**src/rtl/jenc_queue_pkg.sv**
```systemverilog
// jenc_queue shared definitions.
// Default geometry, thresholds and the LEVEL width helper.
package jenc_queue_pkg;

    localparam int unsigned DEF_WIDTH     = 16;
    localparam int unsigned DEF_DEPTH     = 64;
    localparam int unsigned DEF_AF_THRESH = 60;
    localparam int unsigned DEF_AE_THRESH = 4;

    // LEVEL must represent 0..DEPTH inclusive.
    function automatic int unsigned lvl_w(input int unsigned depth);
        return $clog2(depth) + 1;
    endfunction

endpackage

```
**src/rtl/jenc_queue_mem.sv**
```systemverilog
// jenc_queue storage array.
// One synchronous write port, one asynchronous read port, never reset.
module jenc_queue_mem
    import jenc_queue_pkg::*;
#(
    parameter int unsigned WIDTH = DEF_WIDTH,
    parameter int unsigned DEPTH = DEF_DEPTH,
    parameter int unsigned AW    = $clog2(DEPTH)
) (
    input  logic             clk_i,
    input  logic             we_i,
    input  logic [AW-1:0]    waddr_i,
    input  logic [WIDTH-1:0] wdata_i,
    input  logic [AW-1:0]    raddr_i,
    output logic [WIDTH-1:0] rdata_o
);

    logic [WIDTH-1:0] mem_q [DEPTH];

    // Write the addressed word; contents are only validated by pointers.
    always_ff @(posedge clk_i) begin
        if (we_i) begin
            mem_q[waddr_i] <= wdata_i;
        end
    end

    assign rdata_o = mem_q[raddr_i];

endmodule

```
**src/rtl/jenc_queue_p.sv**
```systemverilog
// jenc_queue_p: show-ahead synchronous queue.
// Pointers, occupancy, status decode and sticky error flags.
module jenc_queue_p
    import jenc_queue_pkg::*;
#(
    parameter int unsigned WIDTH     = DEF_WIDTH,
    parameter int unsigned DEPTH     = DEF_DEPTH,
    parameter int unsigned AF_THRESH = DEF_AF_THRESH,
    parameter int unsigned AE_THRESH = DEF_AE_THRESH
) (
    input  logic                      CLK,
    input  logic                      RST_N,
    input  logic                      PUSH_REQ,
    input  logic [WIDTH-1:0]          PUSH_DATA,
    input  logic                      POP_REQ,
    output logic [WIDTH-1:0]          POP_DATA,
    input  logic                      FLUSH,
    input  logic                      CLR_ERR,
    output logic                      FULL,
    output logic                      EMPTY,
    output logic                      ALMOST_FULL,
    output logic                      ALMOST_EMPTY,
    output logic [lvl_w(DEPTH)-1:0]   LEVEL,
    output logic                      OVERFLOW,
    output logic                      UNDERFLOW
);

    localparam int unsigned AW = $clog2(DEPTH);
    localparam int unsigned LW = lvl_w(DEPTH);

    localparam logic [LW-1:0] LVL_FULL = LW'(DEPTH);
    localparam logic [LW-1:0] LVL_AF   = LW'(AF_THRESH);
    localparam logic [LW-1:0] LVL_AE   = LW'(AE_THRESH);

    logic [AW-1:0]    wp_q, wp_d;
    logic [AW-1:0]    rp_q, rp_d;
    logic [LW-1:0]    level_q, level_d;
    logic             ovf_q, ovf_d;
    logic             unf_q, unf_d;

    logic             full;
    logic             empty;
    logic             push_ok;
    logic             pop_ok;
    logic             ovf_evt;
    logic             unf_evt;
    logic [WIDTH-1:0] rd_data;

    // Status is decoded from the registered occupancy only.
    assign full  = (level_q == LVL_FULL);
    assign empty = (level_q == '0);

    // A full queue drops the push even when a pop frees a slot.
    assign push_ok = PUSH_REQ & ~full  & ~FLUSH;
    assign pop_ok  = POP_REQ  & ~empty & ~FLUSH;
    assign ovf_evt = PUSH_REQ &  full  & ~FLUSH;
    assign unf_evt = POP_REQ  &  empty & ~FLUSH;

    jenc_queue_mem #(
        .WIDTH (WIDTH),
        .DEPTH (DEPTH),
        .AW    (AW)
    ) u_mem (
        .clk_i   (CLK),
        .we_i    (push_ok),
        .waddr_i (wp_q),
        .wdata_i (PUSH_DATA),
        .raddr_i (rp_q),
        .rdata_o (rd_data)
    );

    // Next pointers, occupancy and sticky flags.
    always_comb begin
        wp_d    = wp_q;
        rp_d    = rp_q;
        level_d = level_q;
        ovf_d   = ovf_q;
        unf_d   = unf_q;

        if (FLUSH) begin
            wp_d    = '0;
            rp_d    = '0;
            level_d = '0;
        end else begin
            if (push_ok) begin
                wp_d = wp_q + AW'(1);
            end
            if (pop_ok) begin
                rp_d = rp_q + AW'(1);
            end
            unique case ({push_ok, pop_ok})
                2'b10:   level_d = level_q + LW'(1);
                2'b01:   level_d = level_q - LW'(1);
                default: level_d = level_q;
            endcase
        end

        if (ovf_evt) begin
            ovf_d = 1'b1;
        end else if (CLR_ERR) begin
            ovf_d = 1'b0;
        end

        if (unf_evt) begin
            unf_d = 1'b1;
        end else if (CLR_ERR) begin
            unf_d = 1'b0;
        end
    end

    // State registers with synchronous active-low reset.
    always_ff @(posedge CLK) begin
        if (!RST_N) begin
            wp_q    <= '0;
            rp_q    <= '0;
            level_q <= '0;
            ovf_q   <= 1'b0;
            unf_q   <= 1'b0;
        end else begin
            wp_q    <= wp_d;
            rp_q    <= rp_d;
            level_q <= level_d;
            ovf_q   <= ovf_d;
            unf_q   <= unf_d;
        end
    end

    assign POP_DATA     = empty ? '0 : rd_data;
    assign FULL         = full;
    assign EMPTY        = empty;
    assign ALMOST_FULL  = (level_q >= LVL_AF);
    assign ALMOST_EMPTY = (level_q <= LVL_AE);
    assign LEVEL        = level_q;
    assign OVERFLOW     = ovf_q;
    assign UNDERFLOW    = unf_q;

endmodule
```
**config.mk**
```make
export PLATFORM = sky130hd
export DESIGN_NAME = jenc_queue_p
export DESIGN_NICKNAME = d
export VERILOG_FILES = /design/src/rtl/jenc_queue_pkg.sv /design/src/rtl/jenc_queue_mem.sv /design/src/rtl/jenc_queue_p.sv
export SDC_FILE = /design/constraint.sdc
export NUM_CORES = 1
export LEC_CHECK = 0
export ABC_AREA = 0
export BUFFER_PORTS_ARGS = -buffer_cell sky130_fd_sc_hd__buf_2
export CORE_UTILIZATION = 30
export CTS_BUF_LIST = sky130_fd_sc_hd__clkbuf_8
export DETAILED_ROUTE_END_ITERATION = 8
export GPL_ROUTABILITY_DRIVEN = 0
export HOLD_SLACK_MARGIN = 0.02
export PLACE_DENSITY = 0.55
export SYNTH_ARGS = -nofsm -noshare
export SYNTH_HDL_FRONTEND = slang
export SYNTH_SLANG_ARGS = --single-unit
export TNS_END_PERCENT = 1
```
**constraint.sdc**
```tcl
create_clock -name CLK -period 5.02 [get_ports CLK]
set_input_delay 1.004 -clock CLK [delete_from_list [all_inputs] [get_ports CLK]]
set_output_delay 1.004 -clock CLK [all_outputs]
set_load 0.02 [all_outputs]
```
== After elaboration in Yosys (flattened, before gate mapping) ==
Memories as Yosys holds them, arrays and structs flattened. A register that Yosys moved wholly into a read port is not among the register bits.
Index checks and enable logic that the tools add are counted.
Widths: inputs -> output; s select.

* Flip-flop bits (word level): 21
* Bits in latches: 0
* Bits in writable memories: 1,024
* ROM bits: 0
* Input bits: 22
* Memories: 1

{| class="wikitable"
|+ Memories
! memory !! words !! width !! rd ports !! clocked after memory_dff !! write ports !! line !! source
|-
| u_mem.mem_q || 64 || 16 || 1 || 1 || 1 || jenc_queue_mem.sv:18 || <nowiki>logic [WIDTH-1:0] mem_q [DEPTH];</nowiki>
|}

* Add/subtract/negate cells: 4
* Multipliers: 0
* Divide/modulo/power cells: 0
* Order comparisons: 2
* Equal/unequal tests: 3
* Shift operators: 0
* Mux-type cells: 9
* Bitwise operators: 12
* Reduce and logical (&&, ||, !) cells: 5

{| class="wikitable"
|+ Operator list
! operator !! number
|-
| $mux 16 || 1
|-
| $pmux 7 s2 || 1
|-
| $add 6x1->6 const B || 2
|-
| $mux 6 || 2
|-
| $and 1x1->1 || 8
|-
| $add 7x1->7 const B || 1
|-
| $eq 7x7->1 const B || 1
|-
| $ge 7x6->1 const B || 1
|-
| $le 7x3->1 const B || 1
|-
| $logic_not 7->1 || 1
|-
| $sub 7x1->7 const B || 1
|-
| $reduce_bool 2->1 || 3
|-
| $mux 1 || 5
|-
| $not 1->1 || 4
|-
| $eq 2x1->1 const B || 1
|-
| $eq 2x2->1 const B || 1
|-
| $reduce_or 2->1 || 1
|}

== Depth between registers and ports, before layout ==
Gate-level depths: netlist (run 1).

* Depth after elaboration: 6
* Mapped depth: 16
* Mapped depth without buffers: 12

== By module ==
Synthesis (run 1) repeated with hierarchy kept, for this count alone.

* Cell total of the unflattened synthesis: 1,973
* Area, all modules: 41,100.7 um^2

{| class="wikitable"
|+ By module, submodules not included
! module !! times used !! cells each !! area each (um^2) !! sequential area each (um^2)
|-
| jenc_queue_mem || 1 || 1,813 || 39,721.8 || 30,749.5
|-
| jenc_queue_p || 1 || 160 || 1,378.8 || 420.4
|}

== Least setup slack after synthesis (run 1) ==
OpenSTA, ideal clock, no wires.

* Kind: input-to-reg
* From: in FLUSH
* To: reg level_q[6], in the netlist LEVEL[6]
* Library setup time: 0.125 ns
* Data arrival time: 3.769 ns
* Data required time: 4.895 ns
* Setup slack: 1.126 ns
* Stages: 15
* Buffers on the path: 3
* Cell sequence: nand2b_1 a21o_1 inv_1 buf_2 ha_1 clkbuf_1 buf_1 xor2_1 ha_1 and3b_1 o21ai_0 or3b_2 a211oi_1 o21ai_0 nor3b_1

* Word-level cells in the longest chain between the ends: 4

{| class="wikitable"
|+ Ends and longest elaborated chain
! element !! line !! source
|-
| start, declared || jenc_queue_p.sv:17 || <nowiki>input logic FLUSH,</nowiki>
|-
| $not 1->1 (*) || jenc_queue_p.sv:55 || <nowiki>assign pop_ok = POP_REQ & ~empty & ~FLUSH;</nowiki>
|-
| $and 1x1->1 (*) || jenc_queue_p.sv:55 ||
|-
| named net pop_ok || jenc_queue_p.sv:44 || <nowiki>logic pop_ok;</nowiki>
|-
| $eq 2x1->1 / $eq 2x2->1 (equally long branches) || jenc_queue_p.sv:91 || <nowiki>unique case ({push_ok, pop_ok})</nowiki>
|-
| $pmux 7 s2 / $reduce_bool 2->1 (equally long branches) || -- ||
|-
| end signal, assigned || jenc_queue_p.sv:122 || <nowiki>level_q <= level_d;</nowiki>
|-
| end, declared || jenc_queue_p.sv:37 || <nowiki>logic [LW-1:0] level_q, level_d;</nowiki>
|}

The timed path passes the listed nets; every way through them passes the cells marked *.
A chain may end at the register's enable or synchronous reset.

==> key figures, run 1 <==
Detailed routing
  – Detailed Routing Iterations Pass 1: 9
  – Routed via count: about 20000
  – Initial DRC count: 1969
  – ANT nets after route: 0
  – DRT met1 WL: between 40 and 50 mm
  – Metal2 WL: slightly below 50 mm
  – Vias per cell: 4.96
  – Drt wl/cell: 25.6 um
  – Uppermost layer routed: met5
  – Routed WL: roughly 100 mm
  – Met3 Routed Length: 7.70 mm
  – DRC: 5

Layout
  – Filler instances: 12298
  – Syn-to-layout area delta: 15.5%
  – Sequential cell area: around 0.031 mm2
  – Fin util: 35.0%
  – Share of layout cells above drive strength 1: about 31%
  – Multi-input gate area: approximately 0.0087 mm2
  – Final nets: 2133

Floorplan
  – Core ar.: 0.134 mm2
  – Die X: 369 um
  – Die Y-Extent: about 370 um
  – Starting Density: a little under a third
  – Cell Rows: roughly 130
  – I/O pin cnt: 51
  – Die Area: 0.136 mm2

STA
  – Worst slew margin relative to its limit: 16.2%
  – RSZ-0062 raised after global routing: no
  – Final setup fails: 0
  – Final Max Tran Viols: 0
  – Setup TNS: 0 ps
  – Worst slew pin tran: between 1000 and 1500 ps
  – Final min period: 4940 ps
  – Tcrit/Tclk final: 98.4%
  – Final hold vios: 0
  – Fmax achieved: 203 MHz
  – Clock skew: 52.2 ps

Clocking
  – Clock buffer depth: 3
  – H-tree levels: 4
  – CTS tree: yes
  – Clk Latency, worst-skew pair: 880 ps
  – CTS Sinks: ~1100
  – Worst-path clk slew: 60 ps
  – CTS Buf Count: 164
  – Clock root buffer: clkbuf_8

Synthesis
  – Seq cells post-synth: 1051
  – Cells after synthesis: roughly 1800
  – Register area share after synthesis: roughly 77%
  – Synth Flop Type: edfxtp_1
  – Number of synthesized flops with an enable pin: ~1000
  – Cell variety after synth: 52
  – Post-synth ARST share: 0%
  – Post-Syn Nets: 1873
  – Synthesized area per cell: about 22 um2
  – Yosys Warn Count: 0
  – Synthesized area: 0.0405 mm2

Pwr
  – Pleak: ~0.014 uW
  – Total Power: approximately 17000 uW
  – Peak supply drop: 0.265 mV
  – Pwr Density: about 350 mW/mm2

Flow run
  – Max-cap violations: 0

Global route
  – GR Overflow Total: 0
  – Initial antenna violation count: 6
  – Largest net degree at the start of global routing: 65
  – First-pass GRT wire length: 147 mm
  – Total GRT Usage: 15.1%
  – Vias in the first global route: 20803

Place
  – Detailed Place HPWL: about 62 mm
  – Port-buffer cells: 50

Setup path
  – Data required time of the worst path: 4020 ps
  – Critical Path End Type: primary output
  – Setup CP Type: reg -> out
  – Startpoint Class: register
  – Critical Path AT: approximately 3900 ps
  – Worst Path Max Fanout: 7

Run status
  – Status: complete, but fails checks
  – Violated checks: design-rule violations

Hold path
  – Hold/Removal Path Class: in -> reg
-- cells by family (layout without fill, tap and decap cells) --
family,after synthesis,in the layout,share of synthesized area (%)
AOI/OAI and AO/OA,158,158,2.61
DFF,1051,1051,77.3
other,0,1,0
adders and majority gates,4,4,0.124
and+or+nand+nor,194,194,2.22
muxes,316,316,16.2
xor gates and xnor gates,14,14,0.303
buffers and inverters,110,501,1.27
-- repair_timing --
action	in CTS	in global routing
buffers inserted	7	0
setup endpoints to repair	16	3
hold buffers	0	0
resized for setup	0	3
hold endpoints to repair	0	0
-- stage by stage --
| stage | hold slack (ps) | cells | setup slack [ps] | instance area (um2) |
|---|---|---|---|---|
| 6_report | 409 | 4007 | 82.6 | 46800 |
| 5_1_grt | 376 | 4007 | 5.52 | 46800 |
| 4_1_cts | 310 | 4007 | 22.8 | 46800 |
| 3_5_place_dp | 481 | 3703 | 503 | 43700 |
| 3_3_place_gp | 471 | 3703 | 534 | 43700 |
| 2_1_floorplan | 480 | 1847 | 1130 | 40500 |
-- report_power, final --
group	switching, uW	total, uW	internal [uW]	leakage [uW]
Combinational	248	319	71.2	0.00320
Clock	3330	6620	3290	0.00169
Sequential	4.54	9640	9630	0.00943
Total	3580	16600	13000	0.0143
-- cells in the final DEF (no fill, tap or decap), types with 5 or more instances in the layout --
cell        count
nor2_1         90
a21oi_1        29
nor2_2          5
clkbuf_8      165
dfxtp_1        23
inv_1          62
buf_12         12
clkinv_2        9
buf_2          50
edfxtp_1     1024
mux4_2        272
a22oi_1        70
clkinvlp_4      9
a211oi_1        9
nand2_1        38
clkinv_1       47
o21ai_0        21
nand3_1        14
buf_4         135
nor2b_1         5
xor2_1         10
or3_1           6
o22ai_1        11
mux2i_1        43
and2_1          5
-- cell usage after synthesis, types with 2 or more instances --
cell	n	area [um2]
a211oi_1	9	67.6
a21o_1	4	30.0
a21oi_1	30	150
a22oi_1	71	533
a31oi_1	2	12.5
and2_1	5	31.3
and3_1	2	12.5
buf_1	19	71.3
buf_2	32	160
buf_4	6	45.0
buf_6	5	56.3
clkbuf_1	42	158
dfxtp_1	27	541
edfxtp_1	1024	30700
ha_1	4	50.1
inv_1	6	22.5
mux2i_1	43	430
mux4_2	272	6130
nand2_1	38	143
nand2b_1	4	25.0
nand3_1	14	70.1
nand3b_1	3	22.5
nand4_1	2	12.5
nand4b_1	2	17.5
nor2_1	95	357
nor2b_1	7	43.8
nor3_1	4	20.0
nor3b_1	2	15.0
o211ai_1	2	15.0
o21ai_0	21	105
o22ai_1	11	68.8
or3_1	6	37.5
or3b_2	2	17.5
xnor2_1	4	35.0
xor2_1	10	87.6
-- registers in the layout, summed over array words and instances (netlist names), named ones only --
register and count:
u_mem.mem_q 1024, LEVEL 7, rp_q 6, wp_q 6, OVERFLOW 1, UNDERFLOW 1
-- final timing paths --
kind | start | to | cells past startpoint | slack [ps]
min | RST_N | UNDERFLOW | 2 | 410
max | register | POP_DATA[15] | 9 | 80
max reg2reg | LEVEL[2] | LEVEL[6] | 12 | 1090
min reg2reg | OVERFLOW | OVERFLOW | 2 | 490
-- layout make-up --
| cell class | instances | area share, % |
|---|---|---|
| diodes | 1 | 0.00535 |
| clock buffers | 165 | 4.86 |
| clock inverters | 132 | 1.51 |
| inverters | 6 | 0.0482 |
| multi-input cells | 686 | 18.6 |
| flip-flops and latches | 1051 | 66.9 |
| well taps | 1768 | 4.73 |
| repair buffers | 198 | 3.27 |
-- metal layers --
metal	vias to the layer above	track usage (%)
met5	-	0
met2	721	23.9
li1	8337	-
met1	10667	19.8
met4	4	5.92
met3	143	4.00
-- critical path, cell delays in order, from the launching register on --
cell	delay [ps]
dfxtp_4	460
buf_4	250
buf_4	220
mux4_2	530
o22ai_1	360
a211oi_1	100
buf_4	230
a22oi_1	470
nand2_1	240
buf_2	220
(Power assumes the default switching activity.)
==> run 2, diff against run 1 <==
SETUP_SLACK_MARGIN = 0.15   (was not set)
==> key figures, run 2 (same netlist as run 1, synthesis figures left out) <==
Run status
  – Status: complete, but fails checks
  – Violated checks: design-rule violations

Detailed routing
  – DRC: 10 (+5)
  – Initial DRC count: 2034 (+3.3%)
  – Routed WL: 103 mm (+0.18%)
  – Vias per cell: 4.95 (-0.23%)
  – Routed via count: 19836 (-0.18%)
  – Drt wl/cell: 25.7 um (+0.13%)
  – ANT nets after route: 0 (unchanged)
  – Detailed Routing Iterations Pass 1: 7 (-2)

STA
  – Final hold vios: 0 (unchanged)
  – Final min period: 4710 ps (-229 ps)
  – RSZ-0062 raised after global routing: yes
  – Final worst slack: 311 ps (+229 ps)
  – Final setup fails: 0 (unchanged)
  – Final Max Tran Viols: 0 (unchanged)
  – Worst slew margin relative to its limit: 14.1% (-2.1 points)
  – Fmax achieved: 212 MHz (+4.9%)
  – Clock skew: 54.4 ps (+2.26 ps)
  – Worst slew pin tran: 1290 ps (+31.7 ps)
  – Setup TNS: 0 ps (unchanged)
  – Worst hold slack: 409 ps (-0.0760 ps)
  – Tcrit/Tclk final: 93.8% (-4.6 points)

Clocking
  – CTS Sinks: 1051 (unchanged)
  – Clock root buffer: clkbuf_8
  – CTS tree: yes
  – Clock buffer depth: 3 (unchanged)
  – Hold Buf Count CTS: 0 (unchanged)
  – Clk Latency, worst-skew pair: 880 ps (about the same)
  – H-tree levels: 4 (unchanged)
  – Worst-path clk slew: 60 ps (about the same)
  – CTS Buf Count: 164 (unchanged)

Place
  – Port-buffer cells: 50 (unchanged)
  – Placed insts: 3703 (unchanged)
  – DP Worst Slack: 503 ps (unchanged)
  – Detailed Place HPWL: 62.2 mm (unchanged)

Layout
  – Filler instances: 12290 (-0.065%)
  – Most frequent cells in the layout: 1024 x edfxtp_1, 272 x mux4_2, 165 x clkbuf_8, 133 x buf_4, 90 x nor2_1
  – Share of layout cells above drive strength 1: 30.9% (+0.30 points)
  – Largest register FFs: 1024 (unchanged)
  – Fin util: 35.0% (+0.046 points)
  – Syn-to-layout area delta: 15.6%
  – Non-filler cells, final: 4009 (+0.050%)
  – Final nets: 2134 (+0.047%)
  – Register with the most flip-flops: u_mem.mem_q
  – Commonest non-fill, non-tap cell in the layout: edfxtp_1

Setup path
  – CP Depth: 7 (-2)
  – Worst R2R Setup Slack: 1050 ps (-40 ps)
  – FF-to-FF path depth: 12 (unchanged)
  – Critical path's slowest cell: mux4_2
  – FF-to-FF Start: LEVEL[2]
  – Cell mode on critical path: mux4_2
  – Worst path cell trace: buf_12 > buf_4 > mux4_2 > mux4_2 > a22oi_1 > nand2_1 > buf_2
  – Worst Path Max Fanout: 33 (+26)
  – Worst setup path end: POP_DATA[11]
  – Critical Path End Type: primary output
  – Critical Path AT: 3700 ps (-230 ps)
  – Startpoint Class: register
  – Largest delay share family, worst path: multiplexers
  – RR Endpoint: LEVEL[6]
  – Setup CP Type: reg -> out
  – CP bufs+invs: 3 (-1)
  – Data required time of the worst path: 4020 ps (about the same)
  – CP max stage delay: 600 ps (+70 ps)

Hold path
  – Hold/Removal Path Class: in -> reg
  – Hold Path Depth: 2 (unchanged)
  – Worst hold start: RST_N

Global route
  – GR Overflow Total: 0 (unchanged)
  – Total GRT Usage: 15.1% (unchanged)
  – First-pass GRT wire length: 147 mm (unchanged)
  – Initial antenna violation count: 6 (unchanged)
  – Largest net degree at the start of global routing: 65 (unchanged)
  – Vias in the first global route: 20803 (unchanged)

Floorplan
  – Cell Rows: 134 (unchanged)
  – Die Area: 0.136 mm2 (unchanged)
  – Die X: 369 um (unchanged)
  – Die Y-Extent: 369 um (unchanged)
  – I/O pin cnt: 51 (unchanged)
  – Starting Density: 30.3% (unchanged)
  – Core ar.: 0.134 mm2 (unchanged)

Pwr
  – Pwr Density: 354 mW/mm2 (about the same)
  – Peak supply drop: 0.221 mV (-17%)
  – Pleak: 0.0143 uW (+0.15%)

Flow run
  – Max-cap violations: 0 (unchanged)
## run 2: power by group
part	switching (uW)	internal (uW)
Combinational	248	71.9
Clock	3340	3290
Sequential	4.56	9630
## run 2: worst min-delay path by stage
| stage | endpoint | slack [ps] |
|---|---|---|
| 4_1_cts | UNDERFLOW | 310 |
| 3_3_place_gp | OVERFLOW | 470 |
| 2_1_floorplan | register | 480 |
| 3_5_place_dp | OVERFLOW | 480 |
| 6_report | UNDERFLOW | 410 |
| 5_1_grt | UNDERFLOW | 380 |
## run 2: per-layer routing
layer / GRT usage, % / vias up / routed length (um)
li1: - / 8345 / -
met1: 19.8 / 10591 / 43100
met3: 4.00 / 153 / 7880
met2: 23.9 / 743 / 48900
met5: 0 / - / 27
met4: 5.92 / 4 / 2950
## run 2: area by class of cell
type / count / area, um2 / share of cell area [%]
clock inverters: 132 / 708 / 1.51
diodes: 2 / 5.00 / 0.0107
multi-input cells: 686 / 8750 / 18.7
inverters: 6 / 22.5 / 0.0481
well taps: 1768 / 2210 / 4.72
repair buffers: 199 / 1570 / 3.34
clock buffers: 165 / 2270 / 4.85
flip-flops and latches: 1051 / 31300 / 66.8
## run 2: worst register-to-register path, delay by kind of cell, from the launching register on
kind                     cells  cell delay [ps]
AND/OR/NAND/NOR              4             1000
AO/OA/AOI/OAI                4             1140
flip-flops                   1              640
XOR/XNOR                     1              220
buffers and inverters        1              200
adder cells (fa/ha/maj)      2              660
## run 2: what timing repair did
action	in CTS	in global routing
buffers inserted	7	0
setup endpoints to repair	16	13
gates resized for setup	2	13
## run 2: metrics by stage
step | area [um2] | power (uW)
after CTS | 46800 | 16800
final | 46800 | 16600
after detailed placement | 43700 | 10100
after floorplan | 40500 | 9910
after global placement | 43700 | 10100
after global routing | 46800 | 17100
